### src/rtl/regfile_write_arbiter.sv
// Arbitrates the register file write port between pipeline writeback (always wins)
// and a FIFO-buffered secondary writer. Optional same-cycle bypass: `define RF_ARB_BYPASS_EN.
module regfile_write_arbiter #(
    parameter int DEPTH        = 2,
    parameter int STARVE_LIMIT = 4
) (
    input  logic        clk,
    input  logic        reset_n,
    input  logic        wb_we,
    input  logic [4:0]  wb_addr,
    input  logic [31:0] wb_data,
    input  logic        aux_valid,
    output logic        aux_ready,
    input  logic [4:0]  aux_addr,
    input  logic [31:0] aux_data,
    output logic        rf_we,
    output logic [4:0]  rf_addr,
    output logic [31:0] rf_data,
    input  logic [4:0]  q_addr1,
    input  logic [4:0]  q_addr2,
    output logic        pending_hit,
    output logic        stall_req
);

    localparam int AW = $clog2(DEPTH);
    localparam int PW = AW + 1;
    localparam logic [3:0] LIMIT = 4'(STARVE_LIMIT);

    typedef struct packed {
        logic [4:0]  addr;
        logic [31:0] data;
    } entry_t;

    entry_t          mem [DEPTH];
    logic [PW-1:0]   wr_ptr, rd_ptr;
    logic [PW-1:0]   occupancy;
    logic [3:0]      starve_cnt, starve_nxt;
    logic            stall_nxt;
    logic            empty, full;
    logic            wb_take, slot_free;
    logic            push, pop, bypass_fire;
    logic [DEPTH-1:0] entry_valid;
    entry_t          head;

    assign empty     = (wr_ptr == rd_ptr);
    assign full      = (wr_ptr[AW] != rd_ptr[AW]) && (wr_ptr[AW-1:0] == rd_ptr[AW-1:0]);
    assign occupancy = wr_ptr - rd_ptr;
    assign aux_ready = !full;
    assign head      = mem[rd_ptr[AW-1:0]];

    // Writes to r0 are architectural no-ops, so they leave the slot available.
    assign wb_take   = wb_we && (wb_addr != 5'd0);
    assign slot_free = !wb_take;
    assign pop       = slot_free && !empty;

`ifdef RF_ARB_BYPASS_EN
    assign bypass_fire = empty && slot_free && aux_valid && (aux_addr != 5'd0);
`else
    assign bypass_fire = 1'b0;
`endif

    assign push = aux_valid && aux_ready && (aux_addr != 5'd0) && !bypass_fire;

    // NOTE: every combinational output gets a default first so no path infers a latch.
    always_comb begin
        rf_we   = 1'b0;
        rf_addr = 5'd0;
        rf_data = 32'd0;
        if (wb_take) begin
            rf_we   = 1'b1;
            rf_addr = wb_addr;
            rf_data = wb_data;
        end else if (!empty) begin
            rf_we   = 1'b1;
            rf_addr = head.addr;
            rf_data = head.data;
        end else if (bypass_fire) begin
            rf_we   = 1'b1;
            rf_addr = aux_addr;
            rf_data = aux_data;
        end
    end

    // An entry is live when its distance from the read index is below the occupancy.
    always_comb begin
        entry_valid = '0;
        for (int i = 0; i < DEPTH; i++) begin
            logic [AW-1:0] offset;
            offset         = AW'(i) - rd_ptr[AW-1:0];
            entry_valid[i] = ({1'b0, offset} < occupancy);
        end
    end

    always_comb begin
        pending_hit = 1'b0;
        for (int i = 0; i < DEPTH; i++) begin
            if (entry_valid[i]) begin
                if (q_addr1 != 5'd0 && mem[i].addr == q_addr1) pending_hit = 1'b1;
                if (q_addr2 != 5'd0 && mem[i].addr == q_addr2) pending_hit = 1'b1;
            end
        end
        if (bypass_fire) begin
            if (q_addr1 != 5'd0 && aux_addr == q_addr1) pending_hit = 1'b1;
            if (q_addr2 != 5'd0 && aux_addr == q_addr2) pending_hit = 1'b1;
        end
    end

    // Counter saturates at the limit; stall holds until the waiting head finally pops.
    always_comb begin
        starve_nxt = starve_cnt;
        stall_nxt  = stall_req;
        if (empty || pop) begin
            starve_nxt = 4'd0;
            stall_nxt  = 1'b0;
        end else begin
            if (starve_cnt < LIMIT) starve_nxt = starve_cnt + 4'd1;
            if (starve_cnt >= LIMIT) stall_nxt = 1'b1;
        end
    end

    // NOTE: state registers use non-blocking assignments so every flop samples pre-edge values.
    always_ff @(posedge clk or negedge reset_n) begin
        if (!reset_n) begin
            wr_ptr     <= '0;
            rd_ptr     <= '0;
            starve_cnt <= 4'd0;
            stall_req  <= 1'b0;
        end else begin
            if (push) wr_ptr <= wr_ptr + PW'(1);
            if (pop)  rd_ptr <= rd_ptr + PW'(1);
            starve_cnt <= starve_nxt;
            stall_req  <= stall_nxt;
        end
    end

    // NOTE: storage is not reset; the pointers alone define which entries are live.
    always_ff @(posedge clk) begin
        if (push) mem[wr_ptr[AW-1:0]] <= '{addr: aux_addr, data: aux_data};
    end

endmodule

### config.mk
export PLATFORM = sky130hd
export DESIGN_NAME = regfile_write_arbiter
export DESIGN_NICKNAME = d
export VERILOG_FILES = /design/src/rtl/regfile_write_arbiter.sv
export SDC_FILE = /design/constraint.sdc
export NUM_CORES = 1
export LEC_CHECK = 0
export BUFFER_PORTS_ARGS = -buffer_cell sky130_fd_sc_hd__buf_2
export CAP_MARGIN = 15
export CORE_MARGIN = 3
export CORE_UTILIZATION = 54
export CTS_BUF_LIST = sky130_fd_sc_hd__clkbuf_8 sky130_fd_sc_hd__clkbuf_16
export DETAILED_ROUTE_END_ITERATION = 12
export PLACE_DENSITY_LB_ADDON = 0.15
export SYNTH_ARGS = -nofsm -noshare
export SYNTH_HDL_FRONTEND = slang
export SYNTH_SLANG_ARGS = --single-unit
### constraint.sdc
create_clock -name clk -period 7.7 [get_ports clk]
set_input_delay 1.54 -clock clk [delete_from_list [all_inputs] [get_ports clk]]
set_output_delay 1.54 -clock clk [all_outputs]
set_load 0.03 [all_outputs]
==> flow_summary.yaml <==
setup_path:
  critPathSlowestCell: "or4_1"
  path_buf_inv: 3
  crit_chain: "buf_2 > or4_1 > o21a_2 > buf_12 > o31ai_1 > buf_2"
  path_common_cell: "buf_2"
  worst_r2r_path_depth: 5
  critical_path_class: "primary input to primary output"
  endpoint_kind: "primary output"
  critPathLaunchType: "primary input"
  critPathTopFamily: "compound AO/OA/AOI/OAI gates"
  critPathMaxFanout: 57
  worstPathRequired_ps: 6160
  cp.arrival_ps: 3290
  cpPeakStageDelay_ps: 510
  regToRegStartpoint: "rd_ptr[0]$_DFFE_PN0P_"
  r2r-end: "mem[1][34]$_DFFE_PP_"
  r2r_slack_ps: 4800
logic_synthesis:
  synth-edff-count: 74
  synthesis.nets: 376
  syn_avg_cell_area_um2: 13.4
  ys_warn_count: 0
  synth_cell_types: 28
  ys_seq_area_share_pct: 64.3
  ys_ff_latch: 83
  synth-main-ff-cell: "edfxtp_1"
  syn-instance-count: 284
  syn-cell-area_um2: 3810
  synthArstFlopShare_pct: 10.8
placement:
  hpwl_um: 5440
  portBuffers: 128
  gp_congestion: 0.987
  placed_area_um2: 4520
clocking:
  cts_num_sinks: 83
  htree_levels: 3
  cts_buffers: 9
  cts_root_buffer: "clkbuf_8"
  hold_buffers: 0
  clkSlewWorstSetupHoldPaths_ps: 80
  post_cts_buffers: 0
  cts_tree: "done"
  cts_resized: 0
  clock_latency_ps: 330
  clockBufferDepth: 2
finish:
  layout_commonest_cell: "buf_2"
  finalInstanceArea_um2: 4760
  drive_gt1_share_pct: 36.7
  syn_to_final_growth_pct: 25.0
  fin_util_pct: 72.0
  diodes: 0
  num-nets-final: 501
  final_cell_mix: "128 x buf_2, 74 x edfxtp_1, 39 x nand2_1, 37 x mux2i_1, 35 x o31ai_1"
  nFillCells: 499
floorplan:
  die_x_um: 90.0
  dieArea_um2: 8090
  rows: 29
  initial_core_util_pct: 57.6
  io_pins: 129
  dieHeight_um: 90.0
  core_area_um2: 6600
job:
  maxCapViolCount: 0
hold_path:
  holdPathStages: 1
  whs_endpoint: "wr_ptr[1]$_DFFE_PN0P_"
  worst_hold_startpoint: "wr_ptr[1]$_DFFE_PN0P_"
  hold_path_class: "flip-flop to flip-flop"
global_routing:
  grt_pass1_vias: 2589
  grt_max_degree: 71
  grtUsageTotal_pct: 19.3
  grt_pass1_wl_um: 12500
  gr-total-overflow: 0
  antenna_found_initial: 0
timing:
  worstMarginPinSlew_ps: 1100
  timing.final.crit_share_pct: 62.7
  tns_ps: 0
  setup_viol: 0
  fin_skew_ps: 7.92
  fmax_ghz: 0.207
  final.min_clock_period_ps: 4830
  grt_setup_unrepaired: "false"
  slew_violations: 0
  finalHoldViolCount: 0
  relSlewSlack_pct: 26.6
route:
  dr.pass1.iters: 4
  ant_nets: 0
  vias_per_cell: 5.23
  drc: 0
  dr_total_vias: 2650
  wirelength_um: 7690
  wire_per_inst_um: 15.2
  drt_iter0_markers: 131
power:
  p_leak_nw: 2.02
  ir_drop_uv: 220
  powerDensity_nw_per_um2: 383
run_status:
  status: "complete, no violations"
[flip-flops by register name, summed over array words and instances, names as in the netlist]
| name | cells |
|---|---|
| stall_req | 1 |
| starve_cnt | 4 |
| wr_ptr | 2 |
| rd_ptr | 2 |
| mem | 74 |
[stage by stage]
step | setup slack, ps | total power, mW | hold WS [ps] | instances
floorplan | 2810 | 1.29 | 462 | 284
global placement | 2630 | 1.49 | 476 | 490
detailed placement | 2580 | 1.51 | 479 | 490
CTS | 2570 | 1.84 | 495 | 506
global route | 2790 | 1.93 | 517 | 507
finish | 2870 | 1.82 | 486 | 507
[routing by layer]
layer	wire length, µm	up-vias	track usage, %
met4	91	0	6.38
met5	0	-	0
met1	3390	1248	25.8
li1	-	1309	-
met3	449	10	4.84
met2	3760	83	31.1
[final cells by class]
type	count	area, µm²	area share (%)
Clock buffer	9	124	2.60
Multi-Input combinational cell	180	1280	27.0
Inverter	4	15.0	0.316
Clock inverter	7	93.8	1.97
Sequential cell	83	2450	51.5
Tap cell	93	116	2.45
Timing Repair Buffer	131	676	14.2
[worst max path at each step]
stage,start,endpoint,slack [ps],depth (start not counted)
finish,wb_addr[1],rf_data[28],2870,6
CTS,wb_addr[1],rf_addr[3],2570,6
global route,wb_addr[1],rf_data[21],2790,6
global placement,wb_addr[1],rf_addr[3],2630,6
floorplan,wb_addr[1],rf_addr[1],2810,5
detailed placement,wb_addr[1],rf_addr[3],2580,6
[Yosys cell counts (all sizes together) (4+ instances only)]
cell     n  area, µm²
nor2    13       51.3
buf      7       40.0
ha       4       50.1
inv      4       15.0
edfxtp  74       2220
mux2i   37        370
clkbuf  10       37.5
nor3     4       20.0
xor2    16        140
dfrtp    9        225
xnor2   10       87.6
nand2   39        146
o31ai   35        263
[power breakdown]
part | switching, mW | total [mW] | internal, mW
clock | 0.147 | 0.329 | 0.182
combinational | 0.543 | 0.796 | 0.253
sequential | 0.0468 | 0.698 | 0.651
[kinds of logic (layout without fill, tap and decap cells)]
logic type / Yosys count / count (layout) / share of synthesized area [%]
AND/OR/NAND/NOR: 68 / 68 / 7.79
flip-flops: 83 / 83 / 64.3
adder cells (fa/ha/maj): 4 / 4 / 1.31
AO/OA/AOI/OAI: 45 / 45 / 8.45
buffers and inverters: 21 / 151 / 2.43
XOR/XNOR: 26 / 26 / 5.98
multiplexers: 37 / 37 / 9.73
(Power assumes the default switching activity.)
